==> src/rtl/cfeb_sched_pkg.sv <==
// Shared defaults and types for the CFEB SCA block scheduler.
// Holds the PEND entry layout and the round-robin free-block search.
package cfeb_sched_pkg;

    localparam int NBLK = 16;
    localparam int BW   = 4;
    localparam int WIN  = 3;
    localparam int TSW  = 10;

    typedef struct packed {
        logic [BW-1:0]  blk;
        logic [TSW-1:0] ts;
    } pend_t;

    // First set bit of free, searching upward from cur+1 and wrapping.
    function automatic logic [BW-1:0] rr_pick(
        input logic [NBLK-1:0] free,
        input logic [BW-1:0]   cur
    );
        logic [BW-1:0] pick;
        logic [BW-1:0] idx;
        logic          found;
        pick  = cur;
        found = 1'b0;
        for (int i = 1; i <= NBLK; i++) begin
            idx = cur + BW'(i);
            if (!found && free[idx]) begin
                pick  = idx;
                found = 1'b1;
            end
        end
        return pick;
    endfunction

endpackage

==> src/rtl/blk_fifo.sv <==
// Small synchronous FIFO used for the PEND and RDQ block queues.
// Push and pop are ignored when full or empty respectively.
module blk_fifo #(
    parameter int W     = 4,
    parameter int DEPTH = 16
) (
    input  logic         clk_i,
    input  logic         rst_i,
    input  logic         push_i,
    input  logic         pop_i,
    input  logic [W-1:0] din_i,
    output logic [W-1:0] dout_o,
    output logic         empty_o,
    output logic         full_o
);

    localparam int AW = $clog2(DEPTH);

    logic [W-1:0]  mem_q [DEPTH];
    logic [AW-1:0] wr_q;
    logic [AW-1:0] rd_q;
    logic [AW:0]   cnt_q;
    logic          do_push;
    logic          do_pop;

    assign empty_o = (cnt_q == '0);
    assign full_o  = (cnt_q == (AW+1)'(DEPTH));
    assign do_push = push_i && !full_o;
    assign do_pop  = pop_i && !empty_o;
    assign dout_o  = mem_q[rd_q];

    // Storage array; contents need no reset.
    always_ff @(posedge clk_i) begin
        if (do_push) begin
            mem_q[wr_q] <= din_i;
        end
    end

    // Pointers and occupancy.
    always_ff @(posedge clk_i) begin
        if (rst_i) begin
            wr_q  <= '0;
            rd_q  <= '0;
            cnt_q <= '0;
        end else begin
            if (do_push) begin
                wr_q <= wr_q + 1'b1;
            end
            if (do_pop) begin
                rd_q <= rd_q + 1'b1;
            end
            cnt_q <= cnt_q + (AW+1)'(do_push) - (AW+1)'(do_pop);
        end
    end

endmodule

==> src/rtl/sca_blk_sched.sv <==
// SCA block scheduler: write-block rotation, LCT locking, L1A matching,
// readout queueing and expiry of unmatched blocks for one CFEB.
module sca_blk_sched #(
    parameter int NBLK = cfeb_sched_pkg::NBLK,
    parameter int BW   = cfeb_sched_pkg::BW,
    parameter int WIN  = cfeb_sched_pkg::WIN,
    parameter int TSW  = cfeb_sched_pkg::TSW
) (
    input  logic          CLK,
    input  logic          RST,
    input  logic          WR_ADV,
    input  logic          LCT,
    input  logic          L1A,
    input  logic [7:0]    L1A_DLY,
    input  logic          RD_DONE,
    output logic [BW-1:0] WBLK,
    output logic          RD_VLD,
    output logic [BW-1:0] RD_BLK,
    output logic [BW:0]   NFREE,
    output logic          FULL,
    output logic          LCT_DROP,
    output logic          L1A_NOMATCH
);

    import cfeb_sched_pkg::pend_t;
    import cfeb_sched_pkg::rr_pick;

    localparam logic [TSW-1:0] WIN_T = TSW'(WIN);

    logic [BW-1:0]   wblk_q, wblk_d;
    logic [NBLK-1:0] free_q, free_d;
    logic [BW:0]     nfree_q, nfree_d;
    logic [TSW-1:0]  ts_q;
    logic            drop_q, nom_q;

    pend_t           pend_in, pend_head;
    logic            pend_empty, pend_full;
    logic [BW-1:0]   rdq_head;
    logic            rdq_empty, rdq_full;

    logic [TSW-1:0]  dly_t, lo, hi, age;
    logic            match, expire, pend_pop;
    logic            lct_ok, adv, ret_w, rd_pop;
    logic [BW-1:0]   nxt;

    assign dly_t = TSW'(L1A_DLY);
    assign hi    = dly_t + WIN_T;
    assign lo    = (dly_t >= WIN_T) ? dly_t - WIN_T : '0;
    assign age   = ts_q - pend_head.ts;

    assign match    = L1A && !pend_empty && !rdq_full
                      && (age >= lo) && (age <= hi);
    assign expire   = !pend_empty && !match && (age > hi);
    assign pend_pop = match || expire;

    assign lct_ok = LCT && (nfree_q != '0) && !pend_full;
    assign adv    = (WR_ADV || lct_ok) && (nfree_q != '0);
    assign ret_w  = adv && !lct_ok;
    assign rd_pop = RD_DONE && !rdq_empty;
    assign nxt    = rr_pick(free_q, wblk_q);

    assign pend_in.blk = wblk_q;
    assign pend_in.ts  = ts_q;

    blk_fifo #(.W($bits(pend_t)), .DEPTH(NBLK)) u_pend (
        .clk_i   (CLK),
        .rst_i   (RST),
        .push_i  (lct_ok),
        .pop_i   (pend_pop),
        .din_i   (pend_in),
        .dout_o  (pend_head),
        .empty_o (pend_empty),
        .full_o  (pend_full)
    );

    blk_fifo #(.W(BW), .DEPTH(NBLK)) u_rdq (
        .clk_i   (CLK),
        .rst_i   (RST),
        .push_i  (match),
        .pop_i   (rd_pop),
        .din_i   (pend_head.blk),
        .dout_o  (rdq_head),
        .empty_o (rdq_empty),
        .full_o  (rdq_full)
    );

    // Allocation, returns to the free pool and the free count.
    always_comb begin
        free_d  = free_q;
        wblk_d  = wblk_q;
        if (adv) begin
            free_d[nxt] = 1'b0;
            wblk_d      = nxt;
        end
        if (ret_w) begin
            free_d[wblk_q] = 1'b1;
        end
        if (expire) begin
            free_d[pend_head.blk] = 1'b1;
        end
        if (rd_pop) begin
            free_d[rdq_head] = 1'b1;
        end
        nfree_d = nfree_q + (BW+1)'(ret_w) + (BW+1)'(expire)
                  + (BW+1)'(rd_pop) - (BW+1)'(adv);
    end

    // Block state, timestamp and event pulses.
    always_ff @(posedge CLK) begin
        if (RST) begin
            wblk_q  <= '0;
            free_q  <= {{(NBLK-1){1'b1}}, 1'b0};
            nfree_q <= (BW+1)'(NBLK-1);
            ts_q    <= '0;
            drop_q  <= 1'b0;
            nom_q   <= 1'b0;
        end else begin
            wblk_q  <= wblk_d;
            free_q  <= free_d;
            nfree_q <= nfree_d;
            ts_q    <= ts_q + 1'b1;
            drop_q  <= LCT && (nfree_q == '0);
            nom_q   <= L1A && !match;
        end
    end

    assign WBLK        = wblk_q;
    assign NFREE       = nfree_q;
    assign FULL        = (nfree_q == '0);
    assign RD_VLD      = !rdq_empty;
    assign RD_BLK      = rdq_empty ? '0 : rdq_head;
    assign LCT_DROP    = drop_q;
    assign L1A_NOMATCH = nom_q;

endmodule

==> config.mk <==
export PLATFORM = sky130hd
export DESIGN_NAME = sca_blk_sched
export DESIGN_NICKNAME = d
export VERILOG_FILES = /design/src/rtl/cfeb_sched_pkg.sv /design/src/rtl/blk_fifo.sv /design/src/rtl/sca_blk_sched.sv
export SDC_FILE = /design/constraint.sdc
export NUM_CORES = 1
export LEC_CHECK = 0
export ABC_CLOCK_PERIOD_IN_PS = 24800
export CORE_MARGIN = 2
export CORE_UTILIZATION = 35
export CTS_BUF_LIST = sky130_fd_sc_hd__clkbuf_16
export CTS_CLUSTER_SIZE = 12
export DETAILED_ROUTE_END_ITERATION = 8
export PLACE_DENSITY = 0.52
export SKIP_CTS_REPAIR_TIMING = 1
export SLEW_MARGIN = 20
export SYNTH_ARGS = -nofsm -noshare
export SYNTH_HDL_FRONTEND = slang
export SYNTH_SLANG_ARGS = --single-unit
==> constraint.sdc <==
create_clock -name CLK -period 24.8 [get_ports CLK]
set_clock_uncertainty 0.1 [all_clocks]
set_input_delay 7.44 -clock CLK [delete_from_list [all_inputs] [get_ports CLK]]
set_output_delay 7.44 -clock CLK [all_outputs]
set_load 0.005 [all_outputs]
==> impl_metrics.tcl, run 1 <==
set metrics [dict create \
    status "finished, final reports clean" \
    crit_required_ns 25.18 \
    drt_iter0_markers 1106 \
    min_period_ns 12.56 \
    relSlewSlack_pct 26.4 \
    ys_ff_latch 359 \
    postLayoutCellArea_sq_mm 0.0204 \
    cp_common_cell "a21oi_1" \
    yosysWarnings 0 \
    tightest_slew_ns 1.10 \
    antenna_found_initial 0 \
    postSynthAreaPerCell_sq_um 14.2 \
    irDropWorstVdd_v 0.0000837 \
    cap_violations 0 \
    setup_viol_count_final 0 \
    numCtsBuffers 39 \
    ant_nets 0 \
    cp.arrival_ns 12.94 \
    slew_viol_final 0 \
    crit_end "u_pend.cnt_q[4]$_SDFF_PP0_" \
    fin_util_pct 39.8 \
    grt_max_degree 63 \
    crit_chain "clkdlybuf4s50_1 -> a21oi_1 -> nor2b_1 -> nand2_1 -> nor2_1 -> nor2_1 -> ha_1 -> nand2b_1 -> a21o_1 -> a21o_1 -> a21o_1 -> o221ai_1 -> a21oi_1 -> o21ai_1 -> a21boi_1 -> inv_1 -> ha_1 -> inv_1 -> ha_1 -> fa_1 -> a21oi_1 -> nor2_1 -> or3_1 -> a21oi_1" \
    clock_path_buffers 3 \
    critPathLaunch "L1A_DLY[2]" \
    num_rows 83 \
    r2r_slack_ns 16.91 \
    layout-drive-gt1-share_pct 16.3 \
    track_usage_pct 16.9 \
    synth_cell_types 81 \
    synth-seq-area-share_pct 55.5 \
    design.core.area_sq_mm 0.0513 \
    fmax_ghz 0.0796 \
    min_period_over_period_pct 50.6 \
    cts-root-buf "clkbuf_16" \
    antenna_cells 0 \
    grt_pass1_wl_mm 68.1 \
    io_pins 31 \
    critPathKind "in2reg" \
    r2r_cells 29 \
    startpoint_type "primary input" \
    critPathMaxFanout 9 \
    reg2reg_to "NFREE[4]$_SDFF_PP0_" \
    synth_edf_count 288 \
    postSynthNetCount 1375 \
    async_reset_ff_share_pct 0 \
    cts_num_sinks 359 \
    drc 0 \
    cts_tree "done" \
    die_y_um 232 \
    grt_overflow 0 \
    cts.clk_slew.worst_paths_ns 0.06 \
    critPathSlowestCell "clkdlybuf4s50_1" \
    drt-pass1-iter-count 5 \
    area_growth_syn_to_layout_pct 12.4 \
    drt_wl_total_mm 44.9 \
    min_path_type "reg2reg" \
    nNetsFinal 1417 \
    fin_tns_setup_ns 0 \
    synth_area_sq_mm 0.0182 \
    route.vias.total 11025 \
    p_leak_nw 7.17 \
    die_w_um 232 \
    wl_per_cell_um 22.1 \
    p_per_area_mw_per_mm2 116 \
    start_util_pct 35.4 \
    postPlaceCellArea_sq_mm 0.0193 \
    syn_inst 1281 \
    grt_pass1_vias 11059 \
    dp_cells 1962 \
    cp-end-kind "flip-flop" \
    drt-vias-per-instance 5.42 \
    die_area_sq_mm 0.0537 \
    synth_flop_cell "edfxtp_1" \
    port_buffers 30 \
    post-dp-hpwl_mm 29.1 \
    stdcell_count 2034 \
    hold_viol_final 0 \
    clock_latency_ns 0.56 \
    max_stage_delay_ns 0.58 \
    rsz0062_at_grt "false" \
    htree_levels 2 \
    gp_congestion 0.868 \
]
[cell type report]
| type | instances | area [sq um] |
|---|---|---|
| clock buffers | 40 | 1000 |
| clock inverters | 32 | 144 |
| fillers | 4815 | 30900 |
| inverters | 79 | 297 |
| multi-input cells | 794 | 7590 |
| flip-flops and latches | 359 | 10100 |
| well taps | 680 | 851 |
| repair buffers | 50 | 445 |
[critical path: cells and delay by family]
kind,cells,cell delay (ns)
and+or+nand+nor,7,1.22
AOI/OAI and AO/OA,10,2.39
adders and majority gates,4,1.16
buffers and inverters,3,0.72
[worst min path at each step]
stage	start	endpoint	slack [ns]	depth (start not counted)
4_1_cts	WBLK[1]$_SDFFE_PP0P_	u_pend.mem_q[1][11]$_DFFE_PP_	0.39	0
3_5_place_dp	WBLK[1]$_SDFFE_PP0P_	u_pend.mem_q[1][11]$_DFFE_PP_	0.38	0
6_report	u_pend.rd_q[3]$_SDFFE_PP0P_	u_pend.rd_q[3]$_SDFFE_PP0P_	0.39	2
2_1_floorplan	u_pend.rd_q[3]$_SDFFE_PP0P_	flip-flop	0.36	2
3_3_place_gp	WBLK[1]$_SDFFE_PP0P_	u_pend.mem_q[1][11]$_DFFE_PP_	0.37	0
5_1_grt	WBLK[1]$_SDFFE_PP0P_	u_pend.mem_q[1][11]$_DFFE_PP_	0.41	0
[sequential cells by signal (all words and copies together), names as in the netlist, named ones only]
register and count:
L1A_NOMATCH 1, LCT_DROP 1, NFREE 5, WBLK 4, free_q 16, ts_q 10
u_pend.cnt_q 5, u_pend.mem_q 224, u_pend.rd_q 4, u_pend.wr_q 4, u_rdq.cnt_q 5, u_rdq.mem_q 64
u_rdq.rd_q 4, u_rdq.wr_q 4
[layer usage]
layer	up-vias	global-route usage (%)	part of all wire (%)
li1	5049	-	-
met1	5617	24.3	47
met2	287	26.8	46
met3	72	2.39	4.3
met4	0	4.23	2.0
met5	-	0	0
[placed cells by master, fill, tap and decap left out, drive strengths merged, types with 12 or more instances in the layout]
| master | count |
|---|---|
| nor2b | 16 |
| xor2 | 21 |
| a21o | 15 |
| clkinv | 15 |
| nand3 | 17 |
| nand2 | 54 |
| xnor2 | 38 |
| and2 | 39 |
| o211ai | 20 |
| dfxtp | 71 |
| edfxtp | 288 |
| inv | 96 |
| mux4 | 113 |
| buf | 21 |
| mux2 | 13 |
| a21oi | 43 |
| a41oi | 12 |
| mux2i | 31 |
| clkdlybuf4s50 | 29 |
| ha | 75 |
| o21ai | 49 |
| clkbuf | 40 |
| nor2 | 82 |
[logic make-up after synthesis]
family / count (synthesis) / share of synthesized area [%]
flops: 359 / 55.5
simple gates: 278 / 7.90
compound gates: 219 / 8.50
mux: 157 / 16.7
buf+inv: 128 / 2.72
fa+ha+maj: 80 / 5.72
xor+xnor: 60 / 3.01
[Yosys cell counts (8+ instances only)]
cell type / count / area [sq um]
a21o_1: 15 / 113
a21oi_1: 42 / 210
a221o_1: 11 / 110
a41oi_1: 12 / 105
and2_1: 38 / 238
and3_1: 9 / 56.3
buf_1: 11 / 41.3
clkbuf_1: 32 / 120
dfxtp_1: 71 / 1420
edfxtp_1: 288 / 8650
ha_1: 75 / 938
inv_1: 77 / 289
mux2_2: 13 / 146
mux2i_1: 29 / 290
mux4_2: 110 / 2480
nand2_1: 54 / 203
nand2b_1: 11 / 68.8
nand3_1: 16 / 80.1
nor2_1: 82 / 308
nor2b_1: 16 / 100
o211ai_1: 13 / 97.6
o21ai_0: 40 / 200
o21ai_1: 8 / 40.0
or3_1: 10 / 62.6
xnor2_1: 37 / 324
xor2_1: 21 / 184
[power breakdown]
part           total, W  switching, W  internal [W]
sequential     0.000775     0.0000497      0.000725
combinational   0.00107      0.000604      0.000464
clock          0.000526      0.000234      0.000292
[stage by stage]
step                setup WS, ns  hold WS [ns]  total power, W
floorplan                  12.85         0.359         0.00155
global placement           11.85         0.372         0.00184
detailed placement         11.74         0.380         0.00186
CTS                        12.30         0.392         0.00239
global route               11.71         0.410         0.00252
finish                     12.24         0.393         0.00237
Note: power is estimated with default switching activity, not from simulation.
==> inputs of run 2 (changes only) <==
--- a/config.mk
+++ b/config.mk
@@ -5,13 +5,13 @@
 export SDC_FILE = /design/constraint.sdc
 export NUM_CORES = 1
 export LEC_CHECK = 0
-export ABC_CLOCK_PERIOD_IN_PS = 24800
+export ABC_CLOCK_PERIOD_IN_PS = 10700
 export CORE_MARGIN = 2
 export CORE_UTILIZATION = 35
 export CTS_BUF_LIST = sky130_fd_sc_hd__clkbuf_16
 export CTS_CLUSTER_SIZE = 12
 export DETAILED_ROUTE_END_ITERATION = 8
-export PLACE_DENSITY = 0.52
+export PLACE_DENSITY = 0.54
 export SKIP_CTS_REPAIR_TIMING = 1
 export SLEW_MARGIN = 20
 export SYNTH_ARGS = -nofsm -noshare
==> constraint.sdc (replaced) <==
create_clock -name CLK -period 10.7 [get_ports CLK]
set_clock_uncertainty 0.1 [all_clocks]
set_input_delay 3.21 -clock CLK [delete_from_list [all_inputs] [get_ports CLK]]
set_output_delay 3.21 -clock CLK [all_outputs]
set_load 0.005 [all_outputs]
==> run 2 against run 1 <==
Sequential power is 140% higher; global-route usage decreased by 0.27 points; non-clock buffer count decreased by 7; core utilization about the same; first-iteration DRC count fell by 18%; critical path type unchanged; largest power group unchanged; highest routed layer unchanged.
==> impl_metrics.tcl, run 2 (synthesis results as in run 1) <==
set metrics [dict create \
    drt_iter0_markers 905 \
    drc 0 \
    postLayoutCellArea_sq_mm 0.0204 \
    die_w_um 232 \
    grt_max_degree 63 \
    critPathLaunch "L1A_DLY[2]" \
    cap_violations 0 \
    crit_required_ns 11.07 \
    num_rows 83 \
    grt_overflow 0 \
    rsz0062_at_grt "false" \
    postPlaceCellArea_sq_mm 0.0192 \
    cp-end-kind "flip-flop" \
    grt_pass1_wl_mm 67.6 \
    ant_nets 0 \
    drt-pass1-iter-count 5 \
    r2r_cells 30 \
    port_buffers 30 \
    min_period_ns 8.46 \
    track_usage_pct 16.6 \
    setup_viol_count_final 0 \
    r2r_slack_ns 2.71 \
    fmax_ghz 0.118 \
    dp_cells 1955 \
    design.core.area_sq_mm 0.0513 \
    final_common_cell "edfxtp_1" \
    holdPathStages 2 \
    start_util_pct 35.4 \
    seq_area_sq_mm 0.0101 \
    grt-busiest-layer "met2" \
    cts_num_sinks 359 \
    drt-vias-per-instance 5.40 \
    tightest_slew_ns 1.13 \
    numCtsBuffers 40 \
    top_register "u_pend.mem_q" \
    gp_congestion 0.852 \
    hold_viol_final 0 \
    top_regs "u_pend.mem_q: 224 flops, u_rdq.mem_q: 64 flops, free_q: 16 flops" \
    route.vias.total 10964 \
    die_area_sq_mm 0.0537 \
    startpoint_type "primary input" \
    grtUsageMet3_pct 3.65 \
    min_path_type "reg2reg" \
    status "finished, final reports clean" \
    fillers 4771 \
    drt_wl_total_mm 44.0 \
    clock_latency_ns 0.56 \
    cts-root-buf "clkbuf_16" \
    min_period_over_period_pct 79.1 \
    reg2reg_to "NFREE[4]$_SDFF_PP0_" \
    grt_pass1_vias 11158 \
    fin_tns_setup_ns 0 \
    multi_input_area_sq_mm 0.00759 \
    final_cell_mix "edfxtp_1, mux4_2, inv_1" \
    use_met1_pct 23.0 \
    clock_path_buffers 3 \
    largest_reg_flops 224 \
    antenna_cells 0 \
    relSlewSlack_pct 24.9 \
    layout-drive-gt1-share_pct 16.6 \
    use_met2_pct 26.8 \
    post-dp-hpwl_mm 29.0 \
    slew_viol_final 0 \
    htree_levels 2 \
    io_pins 31 \
    area_growth_syn_to_layout_pct 12.4 \
    cts_tree "done" \
    p_per_area_mw_per_mm2 270 \
    nNetsFinal 1411 \
    critPathKind "in2reg" \
    irDropWorstVdd_v 0.000191 \
    cp.arrival_ns 8.83 \
    critPathMaxFanout 9 \
    p_leak_nw 7.17 \
    die_y_um 232 \
    wl_per_cell_um 21.7 \
    finalPower_w 0.00551 \
    cts.clk_slew.worst_paths_ns 0.06 \
    stdcell_count 2029 \
    crit_end "u_pend.cnt_q[4]$_SDFF_PP0_" \
    antenna_found_initial 0 \
]
run 2: cell count changes in the layout (fill, tap and decap cells not counted), sizes merged:
| cell | change |
|---|---|
| clkinv | -2 |
| inv | +1 |
| clkbuf | +1 |
| bufinv | +1 |
| buf | -7 |
| clkinvlp | +1 |
run 2: report_power, final:
part	leakage, nW	internal (W)	switching, W
Sequential	3.24	0.00168	0.000170
Combinational	3.28	0.00106	0.00134
Clock	0.654	0.000719	0.000546
Total	7.17	0.00346	0.00205
run 2: per-stage QoR:
stage,utilization [%],worst slack [ns],hold slack [ns]
4_1_cts,39.8,2.33,0.400
3_5_place_dp,37.4,1.81,0.382
3_3_place_gp,37.4,1.89,0.375
5_1_grt,39.8,1.76,0.435
2_1_floorplan,-,2.46,0.359
6_report,39.8,2.24,0.398
run 2: area by class of cell:
cell class / count / area share [%]
clock buffer: 41 / 5.03
clock inverter: 33 / 0.876
inverter: 79 / 1.45
multi-input combinational: 794 / 37.2
sequential: 359 / 49.4
tap: 680 / 4.17
timing repair buffer: 43 / 1.92
run 2: worst max-delay path, stage by stage:
cell,delay (ns)
clkdlybuf4s50_1,0.57
a21oi_1,0.22
nor2b_1,0.29
nand2_1,0.15
nor2_1,0.17
nor2_1,0.06
ha_1,0.27
nand2b_1,0.14
a21o_1,0.17
a21o_1,0.17
a21o_1,0.18
a31oi_1,0.18
a21oi_1,0.10
o21ai_1,0.64
a21boi_1,0.53
inv_1,0.10
ha_1,0.30
inv_1,0.04
ha_1,0.20
fa_1,0.41
a21oi_1,0.18
nor2_1,0.07
or3_1,0.35
a21oi_1,0.14
run 2: worst min path at each step:
stage	from	to	slack [ns]
after floorplan	u_pend.rd_q[3]$_SDFFE_PP0P_	flip-flop	0.36
after global placement	u_pend.rd_q[3]$_SDFFE_PP0P_	u_pend.rd_q[3]$_SDFFE_PP0P_	0.38
after detailed placement	u_pend.rd_q[3]$_SDFFE_PP0P_	flip-flop	0.38
after CTS	u_pend.rd_q[3]$_SDFFE_PP0P_	u_pend.rd_q[3]$_SDFFE_PP0P_	0.40
after global routing	u_pend.rd_q[3]$_SDFFE_PP0P_	u_pend.rd_q[3]$_SDFFE_PP0P_	0.44
final	u_pend.rd_q[3]$_SDFFE_PP0P_	flip-flop	0.40
run 2: per-layer routing:
metal	wire length, um	part of all wire, %	vias up
met5	0	0	-
met4	755	1.7	0
met3	2550	5.8	55
met2	20600	47	302
met1	20100	46	5557
li1	-	-	5050
